<file path="src/rtl/riscv_lsu.sv">
// Load/store unit between the core's EX/MEM stage and the data BRAM.
// Relocates each request into RAM, issues byte-enabled word accesses and returns formatted load data or a fault.
module riscv_lsu #(
    parameter int ADDR_WIDTH     = 32,
    parameter int MEM_ADDR_WIDTH = 14,
    parameter int BASE_ADDR      = 16000,
    parameter int MEM_WORDS      = 4096,
    parameter int RAM_LATENCY    = 2
) (
    input  logic                      clk_100mhz,
    input  logic                      rst_n_in,
    input  logic                      req_valid_in,
    output logic                      req_ready_out,
    input  logic                      req_store_in,
    input  logic [2:0]                req_funct3_in,
    input  logic [ADDR_WIDTH-1:0]     req_addr_in,
    input  logic [31:0]               req_wdata_in,
    output logic                      rsp_valid_out,
    input  logic                      rsp_ready_in,
    output logic [31:0]               rsp_data_out,
    output logic                      rsp_fault_out,
    output logic [MEM_ADDR_WIDTH-1:0] mem_addr_out,
    output logic                      mem_we_out,
    output logic [3:0]                mem_be_out,
    output logic [31:0]               mem_wdata_out,
    input  logic [31:0]               mem_rdata_in
);
    localparam logic [1:0] ST_IDLE   = 2'd0;
    localparam logic [1:0] ST_ACCESS = 2'd1;
    localparam logic [1:0] ST_WAIT   = 2'd2;
    localparam logic [1:0] ST_RESP   = 2'd3;

    localparam int                    CNT_W      = $clog2(RAM_LATENCY + 1);
    localparam logic [CNT_W-1:0]      CNT_INIT   = CNT_W'(RAM_LATENCY);
    localparam logic [ADDR_WIDTH:0]   ADDR_LIMIT = (ADDR_WIDTH + 1)'(4 * MEM_WORDS);
    localparam logic [ADDR_WIDTH-1:0] BASE_OFF   = ADDR_WIDTH'(BASE_ADDR);

    logic [1:0]                state_q, state_d;
    logic [CNT_W-1:0]          cnt_q, cnt_d;
    logic                      store_q, store_d;
    logic [2:0]                funct3_q, funct3_d;
    logic [1:0]                lane_q, lane_d;
    logic                      rsp_valid_q, rsp_valid_d;
    logic [31:0]               rsp_data_q, rsp_data_d;
    logic                      rsp_fault_q, rsp_fault_d;
    logic [MEM_ADDR_WIDTH-1:0] mem_addr_q, mem_addr_d;
    logic                      mem_we_q, mem_we_d;
    logic [3:0]                mem_be_q, mem_be_d;
    logic [31:0]               mem_wdata_q, mem_wdata_d;

    logic [ADDR_WIDTH-1:0]     off_s;
    logic                      illegal_s;
    logic                      misalign_s;
    logic                      range_s;
    logic                      fault_s;
    logic                      accept_s;
    logic                      unused_s;

    function automatic logic [3:0] store_be(input logic [2:0] f3, input logic [1:0] lane);
        case (f3[1:0])
            2'b00:   store_be = 4'b0001 << lane;
            2'b01:   store_be = 4'b0011 << lane;
            2'b10:   store_be = 4'b1111;
            default: store_be = 4'b0000;
        endcase
    endfunction

    function automatic logic [31:0] store_wdata(input logic [2:0] f3, input logic [31:0] wdata);
        case (f3[1:0])
            2'b00:   store_wdata = {4{wdata[7:0]}};
            2'b01:   store_wdata = {2{wdata[15:0]}};
            2'b10:   store_wdata = wdata;
            default: store_wdata = 32'd0;
        endcase
    endfunction

    // Halfwords are always lane-aligned here, so only lane[1] selects the half.
    function automatic logic [31:0] load_format(input logic [2:0] f3, input logic [1:0] lane,
                                                input logic [31:0] word);
        logic [7:0]  byte_v;
        logic [15:0] half_v;
        byte_v = word[{lane, 3'b000} +: 8];
        half_v = word[{lane[1], 4'b0000} +: 16];
        case (f3)
            3'b000:  load_format = {{24{byte_v[7]}}, byte_v};
            3'b001:  load_format = {{16{half_v[15]}}, half_v};
            3'b010:  load_format = word;
            3'b100:  load_format = {24'd0, byte_v};
            3'b101:  load_format = {16'd0, half_v};
            default: load_format = 32'd0;
        endcase
    endfunction

    assign req_ready_out = (state_q == ST_IDLE) && rst_n_in;
    assign accept_s      = req_valid_in && req_ready_out;
    assign unused_s      = ^{off_s[ADDR_WIDTH-1:MEM_ADDR_WIDTH+2]};

    // Relocation and fault classification of the request on the input port.
    always_comb begin
        off_s = req_addr_in + BASE_OFF;
        case (req_funct3_in)
            3'b000, 3'b001, 3'b010, 3'b100, 3'b101: illegal_s = 1'b0;
            default:                                illegal_s = 1'b1;
        endcase
        misalign_s = ((req_funct3_in[1:0] == 2'b01) && off_s[0]) ||
                     ((req_funct3_in[1:0] == 2'b10) && (off_s[1:0] != 2'b00));
        range_s    = {1'b0, req_addr_in} >= ADDR_LIMIT;
        fault_s    = illegal_s || (req_store_in && req_funct3_in[2]) || misalign_s || range_s;
    end

    // Next-state and next-output computation for the transaction sequencer.
    always_comb begin
        state_d     = state_q;
        cnt_d       = cnt_q;
        store_d     = store_q;
        funct3_d    = funct3_q;
        lane_d      = lane_q;
        rsp_valid_d = rsp_valid_q;
        rsp_data_d  = rsp_data_q;
        rsp_fault_d = rsp_fault_q;
        mem_addr_d  = mem_addr_q;
        mem_we_d    = mem_we_q;
        mem_be_d    = mem_be_q;
        mem_wdata_d = mem_wdata_q;
        case (state_q)
            ST_IDLE: begin
                if (accept_s) begin
                    store_d  = req_store_in;
                    funct3_d = req_funct3_in;
                    lane_d   = off_s[1:0];
                    if (fault_s) begin
                        state_d     = ST_RESP;
                        rsp_valid_d = 1'b1;
                        rsp_fault_d = 1'b1;
                        rsp_data_d  = 32'd0;
                    end else begin
                        state_d    = ST_ACCESS;
                        cnt_d      = CNT_INIT;
                        mem_addr_d = off_s[MEM_ADDR_WIDTH+1:2];
                        if (req_store_in) begin
                            mem_we_d    = 1'b1;
                            mem_be_d    = store_be(req_funct3_in, off_s[1:0]);
                            mem_wdata_d = store_wdata(req_funct3_in, req_wdata_in);
                        end else begin
                            mem_we_d = 1'b0;
                            mem_be_d = 4'b0000;
                        end
                    end
                end else begin
                    state_d = ST_IDLE;
                end
            end
            ST_ACCESS: begin
                mem_we_d = 1'b0;
                mem_be_d = 4'b0000;
                if (store_q) begin
                    state_d     = ST_RESP;
                    rsp_valid_d = 1'b1;
                    rsp_fault_d = 1'b0;
                    rsp_data_d  = 32'd0;
                end else begin
                    state_d = ST_WAIT;
                    cnt_d   = cnt_q - CNT_W'(1);
                end
            end
            ST_WAIT: begin
                if (cnt_q == {CNT_W{1'b0}}) begin
                    state_d     = ST_RESP;
                    rsp_valid_d = 1'b1;
                    rsp_fault_d = 1'b0;
                    rsp_data_d  = load_format(funct3_q, lane_q, mem_rdata_in);
                end else begin
                    cnt_d = cnt_q - CNT_W'(1);
                end
            end
            ST_RESP: begin
                if (rsp_ready_in) begin
                    state_d     = ST_IDLE;
                    rsp_valid_d = 1'b0;
                    rsp_fault_d = 1'b0;
                    rsp_data_d  = 32'd0;
                end else begin
                    state_d = ST_RESP;
                end
            end
            default: begin
                state_d = ST_IDLE;
            end
        endcase
    end

    // State and registered outputs, cleared by the synchronous active-low reset.
    always_ff @(posedge clk_100mhz) begin
        if (!rst_n_in) begin
            state_q     <= ST_IDLE;
            cnt_q       <= {CNT_W{1'b0}};
            store_q     <= 1'b0;
            funct3_q    <= 3'd0;
            lane_q      <= 2'd0;
            rsp_valid_q <= 1'b0;
            rsp_data_q  <= 32'd0;
            rsp_fault_q <= 1'b0;
            mem_addr_q  <= {MEM_ADDR_WIDTH{1'b0}};
            mem_we_q    <= 1'b0;
            mem_be_q    <= 4'b0000;
            mem_wdata_q <= 32'd0;
        end else begin
            state_q     <= state_d;
            cnt_q       <= cnt_d;
            store_q     <= store_d;
            funct3_q    <= funct3_d;
            lane_q      <= lane_d;
            rsp_valid_q <= rsp_valid_d;
            rsp_data_q  <= rsp_data_d;
            rsp_fault_q <= rsp_fault_d;
            mem_addr_q  <= mem_addr_d;
            mem_we_q    <= mem_we_d;
            mem_be_q    <= mem_be_d;
            mem_wdata_q <= mem_wdata_d;
        end
    end

    assign rsp_valid_out = rsp_valid_q;
    assign rsp_data_out  = rsp_data_q;
    assign rsp_fault_out = rsp_fault_q;
    assign mem_addr_out  = mem_addr_q;
    assign mem_we_out    = mem_we_q;
    assign mem_be_out    = mem_be_q;
    assign mem_wdata_out = mem_wdata_q;

endmodule
</file>
<file path="config.mk">
export PLATFORM = sky130hd
export DESIGN_NAME = riscv_lsu
export DESIGN_NICKNAME = d
export VERILOG_FILES = /design/src/rtl/riscv_lsu.sv
export SDC_FILE = /design/constraint.sdc
export NUM_CORES = 1
export LEC_CHECK = 0
export CORE_ASPECT_RATIO = 1.75
export CORE_MARGIN = 1
export CORE_UTILIZATION = 40
export CTS_BUF_LIST = sky130_fd_sc_hd__clkbuf_16
export DETAILED_ROUTE_END_ITERATION = 8
export PLACE_DENSITY = 0.77
export SYNTH_ARGS = -nofsm -noshare
export SYNTH_HDL_FRONTEND = slang
export SYNTH_SLANG_ARGS = --single-unit
</file>
<file path="constraint.sdc">
create_clock -name clk_100mhz -period 2 [get_ports clk_100mhz]
set_input_delay 0.2 -clock clk_100mhz [delete_from_list [all_inputs] [get_ports clk_100mhz]]
set_output_delay 0.2 -clock clk_100mhz [all_outputs]
set_load 0.01 [all_outputs]
</file>
==> run_results.csv, run 1 <==
group,metric,value,unit
critical_path,cp_num_buf_inv,0,
clock_tree,root_buffer,"clkbuf_16",
global_routing,grt_max_degree,66,
logic_synthesis,synth.net_count,674,
finish,area_growth,52.0,%
logic_synthesis,synth_edf_count,0,
sta,clock.fmax,0.520,GHz
global_routing,overflow,0,
logic_synthesis,avgSynthCellArea,8.79,µm²
place,place_congestion,0.834,
logic_synthesis,synthesis.area,4950,µm²
floorplanning,initial_utilization,0.412,
sta,fin_ws,0.0785,ns
global_routing,grt_pass1_vias,4882,
critical_path,slowest_stage,"o41ai_2",
power_and_ir_drop,peakVddDrop,655,µV
floorplanning,num_io_pins,190,
clock_tree,numClockSinks,95,
sta,fin_skew,0.00942,ns
finish,filler_cell_count,1008,
floorplanning,die_y,149,µm
logic_synthesis,synth_area_leaders,"dfxtp_1 (38%), mux2i_1 (12%), nand2_1 (5.4%)",
power_and_ir_drop,power,6.12,mW
logic_synthesis,ys_seq_area_frac,0.384,
logic_synthesis,synth_ff_type,"dfxtp_1",
logic_synthesis,ys_warn_count,0,
sta,finalSetupViolations,0,
sta,tns,0,ns
finish,antenna_cells,0,
global_routing,grtUsageTotal,0.237,
critical_path,cp_cell_sequence,"or2_4 > o41ai_2 > o21ai_0 > mux2i_1",
critical_path,worstPathMaxFanout,8,
critical_path,cp.required,2.26,ns
finish,drive_gt1_frac,0.110,
clock_tree,clock_tree.buffer_depth,2,
sta,fin_crit,1.92,ns
place,portBuffers,189,
sta,holdWs,0.340,ns
routing,drt_iter0_drc,153,
routing,ant_nets,0,
routing,dr.pass1.iters,4,
place,hpwl,11600,µm
logic_synthesis,yosys.area.top_type,"dfxtp_1",
critical_path,cp.arrival,2.18,ns
critical_path,cp_top_family,"compound AO/OA/AOI/OAI gates",
clock_tree,cts-buffers-inserted,9,
critical_path,crit_path_max_incr_delay,0.71,ns
routing,post-route-drc-count,0,
routing,routed_via_density,5.32,
sta,slew_headroom,0.466,
sta,period_share,0.961,
routing,vias,4975,
run,maxCapViolCount,0,
critical_path,endpoint_kind,"register",
place,dp_slack,-0.270,ns
outcome,status,"finished clean",
floorplanning,fp.dieW,86.1,µm
logic_synthesis,synthCells,563,
sta,hold_viol_final,0,
global_routing,antenna_found_initial,0,
routing,avgRoutedWirePerCell,16.2,µm
sta,finalMaxSlewViolations,0,
power_and_ir_drop,p_leak,2.98,nW
routing,routed_wl,15200,µm
power_and_ir_drop,pwr_density_cell,814,nW/µm²
logic_synthesis,synth-async-reset-ratio,0,
sta,rsz0062_at_grt,"false",
finish,nNetsFinal,877,
logic_synthesis,ys_ff_latch,95,
floorplanning,die_area,12800,µm²
sta,tightest_slew,0.792,ns
clock_tree,tritoncts,"built",
min_path,hold_class,"input pin to register",
clock_tree,clk_latency,0.34,ns
logic_synthesis,yosysTopAreaCellShare,0.384,
critical_path,critical_path_class,"register to register",
floorplanning,rows,53,
critical_path,start_kind,"register",
clock_tree,cts.htree.levels,3,
floorplanning,core-area,12000,µm²
logic_synthesis,synth_cell_types,57,
global_routing,grt_pass1_wl,23700,µm
clock_tree,clk_pin_slew_worst_paths,0.07,ns
cell usage after synthesis, types with 8 or more instances:
library cell,count
nor2_1,34
and2_1,17
a21oi_1,32
and3_1,9
nand3_1,9
o21ai_1,13
o211ai_1,18
nand2_1,71
clkbuf_1,19
a31o_1,8
dfxtp_1,95
o211a_1,16
nor2b_1,25
buf_2,9
mux2i_1,57
a211oi_1,8
o21ai_0,37
nand2b_1,8
layout make-up:
class / count / area [µm²] / area share
clock buffer: 9 / 225 / 0.0299
tap: 165 / 206 / 0.0274
inverter: 8 / 30.0 / 0.00399
clock inverter: 7 / 71.3 / 0.00948
timing repair buffer: 234 / 2270 / 0.302
sequential: 95 / 1900 / 0.253
multi-input combinational: 418 / 2810 / 0.374
report_power, final:
part / switching (mW) / internal (mW)
Sequential: 0.102 / 2.02
Clock: 0.759 / 0.972
Combinational: 1.15 / 1.12
Total: 2.01 / 4.11
registers in the layout (all words and copies together), names as in the netlist:
name and cells:
mem_wdata_out 32, rsp_data_out 32, mem_addr_out 14, mem_be_out 4
funct3_q 3, cnt_q 2, lane_q 2, state_q 2
mem_we_out 1, rsp_fault_out 1, rsp_valid_out 1, store_q 1
final timing paths:
check,slack (ns),start,depth (start not counted),end
setup / recovery,0.08,funct3_q[0],4,rsp_data_out[13]
hold / removal,0.34,rst_n_in,3,rsp_fault_out
setup reg to reg,0.08,funct3_q[0],4,rsp_data_out[13]
hold reg to reg,0.45,mem_addr_out[13],2,mem_addr_out[13]
routing by layer:
layer / up-vias / global-route usage / share of wire
li1: 2422 / - / -
met1: 2344 / 0.242 / 0.37
met2: 180 / 0.453 / 0.55
met3: 29 / 0.0542 / 0.057
met4: 0 / 0.0925 / 0.027
met5: - / 0 / 0
cells by family after synthesis:
kind of cell / count (synthesis) / synth area share
buf+inv: 50 / 0.0501
simple gates: 191 / 0.199
fa+ha+maj: 7 / 0.0177
compound gates: 157 / 0.223
flops: 95 / 0.384
xor+xnor: 6 / 0.0106
mux: 57 / 0.115
cell usage in the layout, fill, tap and decap left out, types with 2 or more instances in the layout:
cell,count
a21oi_1,32
nor4_2,2
clkdlybuf4s50_1,187
buf_4,41
o21ai_1,14
mux2i_1,57
clkbuf_16,9
o211a_1,16
nor3_1,3
ha_1,7
nand2_1,71
a31o_1,8
dfxtp_1,95
a211oi_2,7
buf_12,4
a211oi_1,8
clkinvlp_4,2
inv_1,8
inv_6,2
nand2b_1,8
o21ai_0,36
nand3_1,9
xor2_1,2
and2_1,17
nor4_1,2
nor2_1,34
xnor2_1,4
o22ai_1,4
nor2b_1,25
o211ai_1,18
and3_1,8
timing repair:
action | CTS | global route
buffers inserted | 0 | 3
hold buffers | 0 | 0
endpoints found under the setup margin | 1 | 38
resized for setup | 1 | 3
pin swaps | 0 | 1
through the flow:
| step | util | instances | instance area, µm² |
|---|---|---|---|
| after detailed placement | 0.598 | 917 | 7180 |
| after CTS | 0.623 | 933 | 7480 |
| after floorplan | - | 563 | 4950 |
| final | 0.627 | 936 | 7520 |
| after global placement | 0.598 | 917 | 7180 |
| after global routing | 0.627 | 936 | 7520 |
worst register-to-register path, delay by kind of cell (launching register included):
kind	cells	cell delay [ns]
AO/OA/AOI/OAI	2	1.00
flip-flops	1	0.37
AND/OR/NAND/NOR	1	0.29
multiplexers	1	0.19
No activity file was read; power rests on OpenSTA's default activity.
==> run 2: changes to the inputs <==
- CORE_MARGIN: 1 -> 2
==> run 2 against run 1 <==
  * Final area increased by 0.50%
  * Total power is 2.3% higher
  * Clock skew shrank 0.0045 ns
  * Via count grew 0.30%
  * Critical path depth rose by 5
  * Largest power group unchanged
  * Maximum frequency rose by 0.88%
  * Clock-buffer cell count is the same
  * Non-clock buffer count is 1 lower
  * Core utilization about the same
  * Global-route usage is essentially flat
  * Combinational power grew 2%
  * Die area grew 3.7%
==> run_results.csv, run 2 (synthesis gave the netlist of run 1 again) <==
group,metric,value,unit
power_and_ir_drop,power,6.26,mW
finish,final_common_cell,"clkdlybuf4s50_1",
critical_path,worstPathMaxFanout,14,
finish,drive_gt1_frac,0.109,
finish,nNetsFinal,876,
finish,filler_cell_count,1060,
floorplanning,die_area,13300,µm²
place,place_congestion,0.829,
floorplanning,num_io_pins,190,
critical_path,crit_path_start,"state_q[1]",
run,maxCapViolCount,0,
routing,drt_iter0_drc,192,
critical_path,crit_path_max_incr_delay,0.42,ns
finish,seq_area,1900,µm²
clock_tree,clk_pin_slew_worst_paths,0.07,ns
finish,fin_util,0.626,
sta,fin_crit,1.90,ns
critical_path,endpoint_kind,"register",
power_and_ir_drop,p_switching,2.03,mW
finish,multiInputGateArea,2820,µm²
critical_path,start_kind,"register",
global_routing,grt_pass1_wl,24300,µm
clock_tree,numClockSinks,95,
min_path,hold_class,"input pin to register",
place,hpwl,12300,µm
floorplanning,core-area,12100,µm²
power_and_ir_drop,p_leak,2.98,nW
global_routing,grt_pass1_vias,4849,
finish,area_growth,52.7,%
finish,antenna_cells,0,
critical_path,cp_num_buf_inv,3,
power_and_ir_drop,pwr_density_cell,829,nW/µm²
sta,fin_skew,0.00493,ns
sta,finalMaxSlewViolations,0,
clock_tree,clock_tree.buffer_depth,2,
sta,hold_viol_final,0,
floorplanning,rows,53,
global_routing,grtUsageTotal,0.236,
sta,period_share,0.952,
floorplanning,fp.dieW,88.1,µm
critical_path,slowest_stage,"dfxtp_1",
outcome,status,"finished clean",
sta,rsz0062_at_grt,"false",
critical_path,cp_top_family,"simple AND/OR/NAND/NOR gates",
routing,ant_nets,0,
power_and_ir_drop,cellInternalPower,4.23,mW
power_and_ir_drop,seqPwrFrac,0.341,
sta,clock.fmax,0.525,GHz
sta,slew_headroom,0.476,
power_and_ir_drop,swShare,0.324,
floorplanning,initial_utilization,0.410,
clock_tree,clk_latency,0.34,ns
min_path,worstHoldStart,"rst_n_in",
critical_path,cp.required,2.24,ns
routing,post-route-drc-count,0,
global_routing,antenna_found_initial,0,
sta,tightest_slew,0.778,ns
critical_path,critical_path_class,"register to register",
global_routing,grt_max_degree,57,
routing,routed_wl,16200,µm
critical_path,cp.arrival,2.14,ns
routing,dr.pass1.iters,5,
clock_tree,root_buffer,"clkbuf_16",
sta,finalSetupViolations,0,
clock_tree,cts-buffers-inserted,9,
place,portBuffers,189,
global_routing,overflow,0,
clock_tree,cts.htree.levels,3,
routing,vias,4990,
routing,avgRoutedWirePerCell,17.4,µm
clock_tree,tritoncts,"built",
floorplanning,die_y,151,µm
power_and_ir_drop,peakVddDrop,485,µV
routing,routed_via_density,5.34,
power_and_ir_drop,clkPwrFrac,0.291,
finish,layout.cells.most_common_list,"clkdlybuf4s50_1 (187), dfxtp_1 (94), nand2_1 (71)",
critical_path,timing.rr.start,"state_q[1]",
power_and_ir_drop,p_comb_frac,0.368,
critical_path,cp_cell_sequence,"inv_1 > ha_1 > and3_4 > nand2_1 > nor3_4 > buf_4 > clkbuf_16 > and3_1 > a31o_1",
run 2: metal layers:
layer | vias up | routed length, µm | track usage | part of all wire
met5 | - | 0 | 0 | 0
met4 | 0 | 650 | 0.108 | 0.040
met3 | 41 | 1160 | 0.0523 | 0.071
met2 | 226 | 8530 | 0.427 | 0.53
met1 | 2317 | 5900 | 0.257 | 0.36
li1 | 2406 | - | - | -
run 2: area by class of cell:
type	count	area share
Multi-Input combinational cell	418	0.373
Tap cell	165	0.0273
Clock inverter	6	0.0114
Clock buffer	9	0.0298
Timing Repair Buffer	233	0.303
Inverter	8	0.00397
Sequential cell	95	0.252
run 2: path summary, 6_finish.rpt:
check             depth (start not counted)  slack [ns]               end
setup / recovery                          9         0.1  mem_wdata_out[7]
hold / removal                            3        0.21        state_q[1]
setup reg to reg                          9         0.1  mem_wdata_out[7]
hold reg to reg                           2        0.43  mem_addr_out[13]
run 2: worst reg2reg max path, cell delays in order, from the launching register on:
cell       delay [ns]
dfxtp_1          0.42
inv_1            0.10
ha_1             0.21
and3_4           0.18
nand2_1          0.14
nor3_4           0.06
buf_4            0.17
clkbuf_16        0.17
and3_1           0.17
a31o_1           0.18
run 2: per-stage QoR:
step                      worst slack (ns)  setup TNS (ns)  area [µm²]  hold slack [ns]  std cells
after detailed placement            -0.206           -8.25        7160            0.419        912
final                               0.0953               0        7560            0.206        934
after CTS                           0.0404               0        7470            0.189        927
after global routing                0.0207               0        7560            0.210        934
after floorplan                      0.125               0        4950            0.296        563
after global placement              -0.199           -6.59        7160            0.419        912
run 2: timing repair:
action,in CTS,in global routing
endpoints found under the setup margin,1,56
buffers inserted,0,5
pin swaps,0,2
gates cloned,0,2
hold buffers,0,0
resized for setup,1,5
run 2: power groups by stage:
stage / registers [mW] / logic [mW] / clock network (mW)
2_1_floorplan: 2.17 / 1.40 / 0
3_3_place_gp: 2.17 / 2.17 / 0
3_5_place_dp: 2.17 / 2.23 / 0
4_1_cts: 2.13 / 2.25 / 1.87
5_1_grt: 2.15 / 2.48 / 1.95
6_report: 2.13 / 2.31 / 1.82
==> run 3: changes to the inputs <==
- GPL_ROUTABILITY_DRIVEN: default -> 0
- GPL_TIMING_DRIVEN: default -> 0
==> run 3 against run 2 <==
  * Via count is 2.0% higher
  * Combinational power hardly changed
  * Global-route usage is 1.4 points higher
  * Sequential share of layout area is 0.27 points higher
  * Cell count is 0.54% higher
  * Setup slack worse by 0.0085 ns
  * Final area is 0.74% lower
  * Clock power is 5% lower
  * Core utilization is 0.47 points lower
  * Critical path type unchanged
  * Sequential cell count stayed put
==> run_results.csv, run 3 (synthesis gave the netlist of run 1 again) <==
group,metric,value,unit
floorplanning,die_y,151,µm
power_and_ir_drop,cellInternalPower,4.11,mW
sta,holdWs,0.402,ns
place,portBuffers,189,
critical_path,cp.required,2.27,ns
clock_tree,numClockSinks,95,
critical_path,cp_num_buf_inv,2,
outcome,status,"finished clean",
critical_path,rrSetupSlack,0.09,ns
floorplanning,rows,53,
clock_tree,root_buffer,"clkbuf_16",
routing,vias,5090,
routing,dr.pass1.iters,4,
power_and_ir_drop,p_comb_frac,0.376,
place,numPlacedInstances,917,
global_routing,overflow,0,
sta,clock.fmax,0.523,GHz
power_and_ir_drop,peakVddDrop,481,µV
critical_path,crit_path_max_incr_delay,0.41,ns
critical_path,cp_top_family,"buffers and inverters",
sta,fin_skew,0.00637,ns
power_and_ir_drop,p_switching,2.08,mW
routing,drt_iter0_drc,228,
clock_tree,clk_latency,0.35,ns
routing,routed_via_density,5.42,
clock_tree,clk_pin_slew_worst_paths,0.07,ns
power_and_ir_drop,pwr_density_cell,825,nW/µm²
finish,area_growth,51.6,%
finish,fin_cells,939,
finish,nNetsFinal,880,
power_and_ir_drop,clkPwrFrac,0.280,
min_path,hold_class,"input pin to register",
finish,drive_gt1_frac,0.0995,
sta,hold_viol_final,0,
global_routing,grt_pass1_wl,25700,µm
floorplanning,num_io_pins,190,
routing,routed_wl,16600,µm
critical_path,worstPathMaxFanout,10,
sta,tightest_slew,0.723,ns
clock_tree,cts.htree.levels,3,
floorplanning,die_area,13300,µm²
run,maxCapViolCount,0,
sta,period_share,0.957,
sta,tns,0,ns
critical_path,start_kind,"register",
routing,post-route-drc-count,0,
global_routing,grt_pass1_vias,5248,
sta,finalMaxSlewViolations,0,
global_routing,grtUsageTotal,0.250,
global_routing,antenna_found_initial,0,
floorplanning,fp.dieW,88.1,µm
sta,slew_headroom,0.506,
clock_tree,tritoncts,"built",
power_and_ir_drop,seqPwrFrac,0.345,
power_and_ir_drop,p_leak,2.93,nW
finish,layout.cells.most_common_list,"clkdlybuf4s50_1 (187), dfxtp_1 (93), nand2_1 (70)",
global_routing,grt_max_degree,17,
critical_path,endpoint_kind,"register",
routing,ant_nets,0,
finish,final_common_cell,"clkdlybuf4s50_1",
routing,avgRoutedWirePerCell,17.7,µm
clock_tree,cts-buffers-inserted,9,
critical_path,cp.arrival,2.19,ns
sta,fin_crit,1.91,ns
finish,antenna_cells,0,
clock_tree,hold_buffers,0,
place,hpwl,13100,µm
sta,finalSetupViolations,0,
clock_tree,clock_tree.buffer_depth,2,
floorplanning,initial_utilization,0.410,
critical_path,cp_cell_sequence,"buf_2 > nor3b_4 > clkbuf_1 > nand2_1 > o21ai_0 > o21ai_0 > mux2i_1",
critical_path,path_common_cell,"o21ai_0",
floorplanning,core-area,12100,µm²
finish,filler_cell_count,1051,
power_and_ir_drop,swShare,0.336,
critical_path,critical_path_class,"register to register",
critical_path,slowest_stage,"clkbuf_1",
sta,rsz0062_at_grt,"true",
[run 3: cell count changes in the layout (fill, tap and decap cells not counted), sizes merged]
cell and delta:
inv +3, bufinv -1, clkinvlp +1, buf -17, clkbuf +20, dlygate4sd2 +1
clkinv -2
[run 3: power groups by stage]
stage,sequential [mW],clock [mW],combinational (mW)
finish,2.13,1.73,2.32
global route,2.15,1.84,2.49
CTS,2.13,1.77,2.23
detailed placement,2.16,0,2.18
global placement,2.15,0,2.12
floorplan,2.17,0,1.40
[run 3: worst paths after layout]
check                        start               end  depth (start not counted)
setup / recovery       funct3_q[1]   rsp_data_out[8]                          7
hold / removal            rst_n_in   mem_addr_out[8]                          3
setup reg to reg       funct3_q[1]   rsp_data_out[8]                          7
hold reg to reg   mem_addr_out[13]  mem_addr_out[13]                          2
[run 3: layout make-up]
type | count | area (µm²) | share of cell area
flip-flops and latches | 95 | 1910 | 0.255
inverters | 8 | 35.0 | 0.00467
multi-input cells | 418 | 2860 | 0.381
clock buffers | 9 | 225 | 0.0300
well taps | 165 | 206 | 0.0275
plain buffers | 42 | 260 | 0.0347
repair buffers | 195 | 1930 | 0.258
clock inverters | 7 | 72.6 | 0.00967
[run 3: per-stage QoR]
step           area, µm²  power, mW   util  setup slack (ns)
2_1_floorplan       4950       3.58      -             0.125
3_3_place_gp        7050       4.27  0.584            -0.410
3_5_place_dp        7050       4.34  0.584            -0.377
4_1_cts             7410       6.12  0.614            0.0110
5_1_grt             7500       6.48  0.622           -0.0246
6_report            7500       6.19  0.622            0.0868
[run 3: what timing repair did]
action                                  CTS  global route
setup buffers                             4             2
endpoints found under the hold margin     0             0
endpoints found under the setup margin   76            74
pin swaps                                 2             4
resized for setup                        14            26
cloned                                    0             0
[run 3: worst min-delay path, cell delays in order]
cell and delay [ns]:
dlygate4sd2_1 0.32, clkinv_4 0.13, a211oi_1 0.05
[run 3: routing by layer]
layer / vias up / GRT usage / share of wire
met5: - / 0 / 0
met4: 0 / 0.163 / 0.062
met3: 65 / 0.0550 / 0.062
met1: 2353 / 0.258 / 0.36
met2: 254 / 0.443 / 0.52
li1: 2418 / - / -
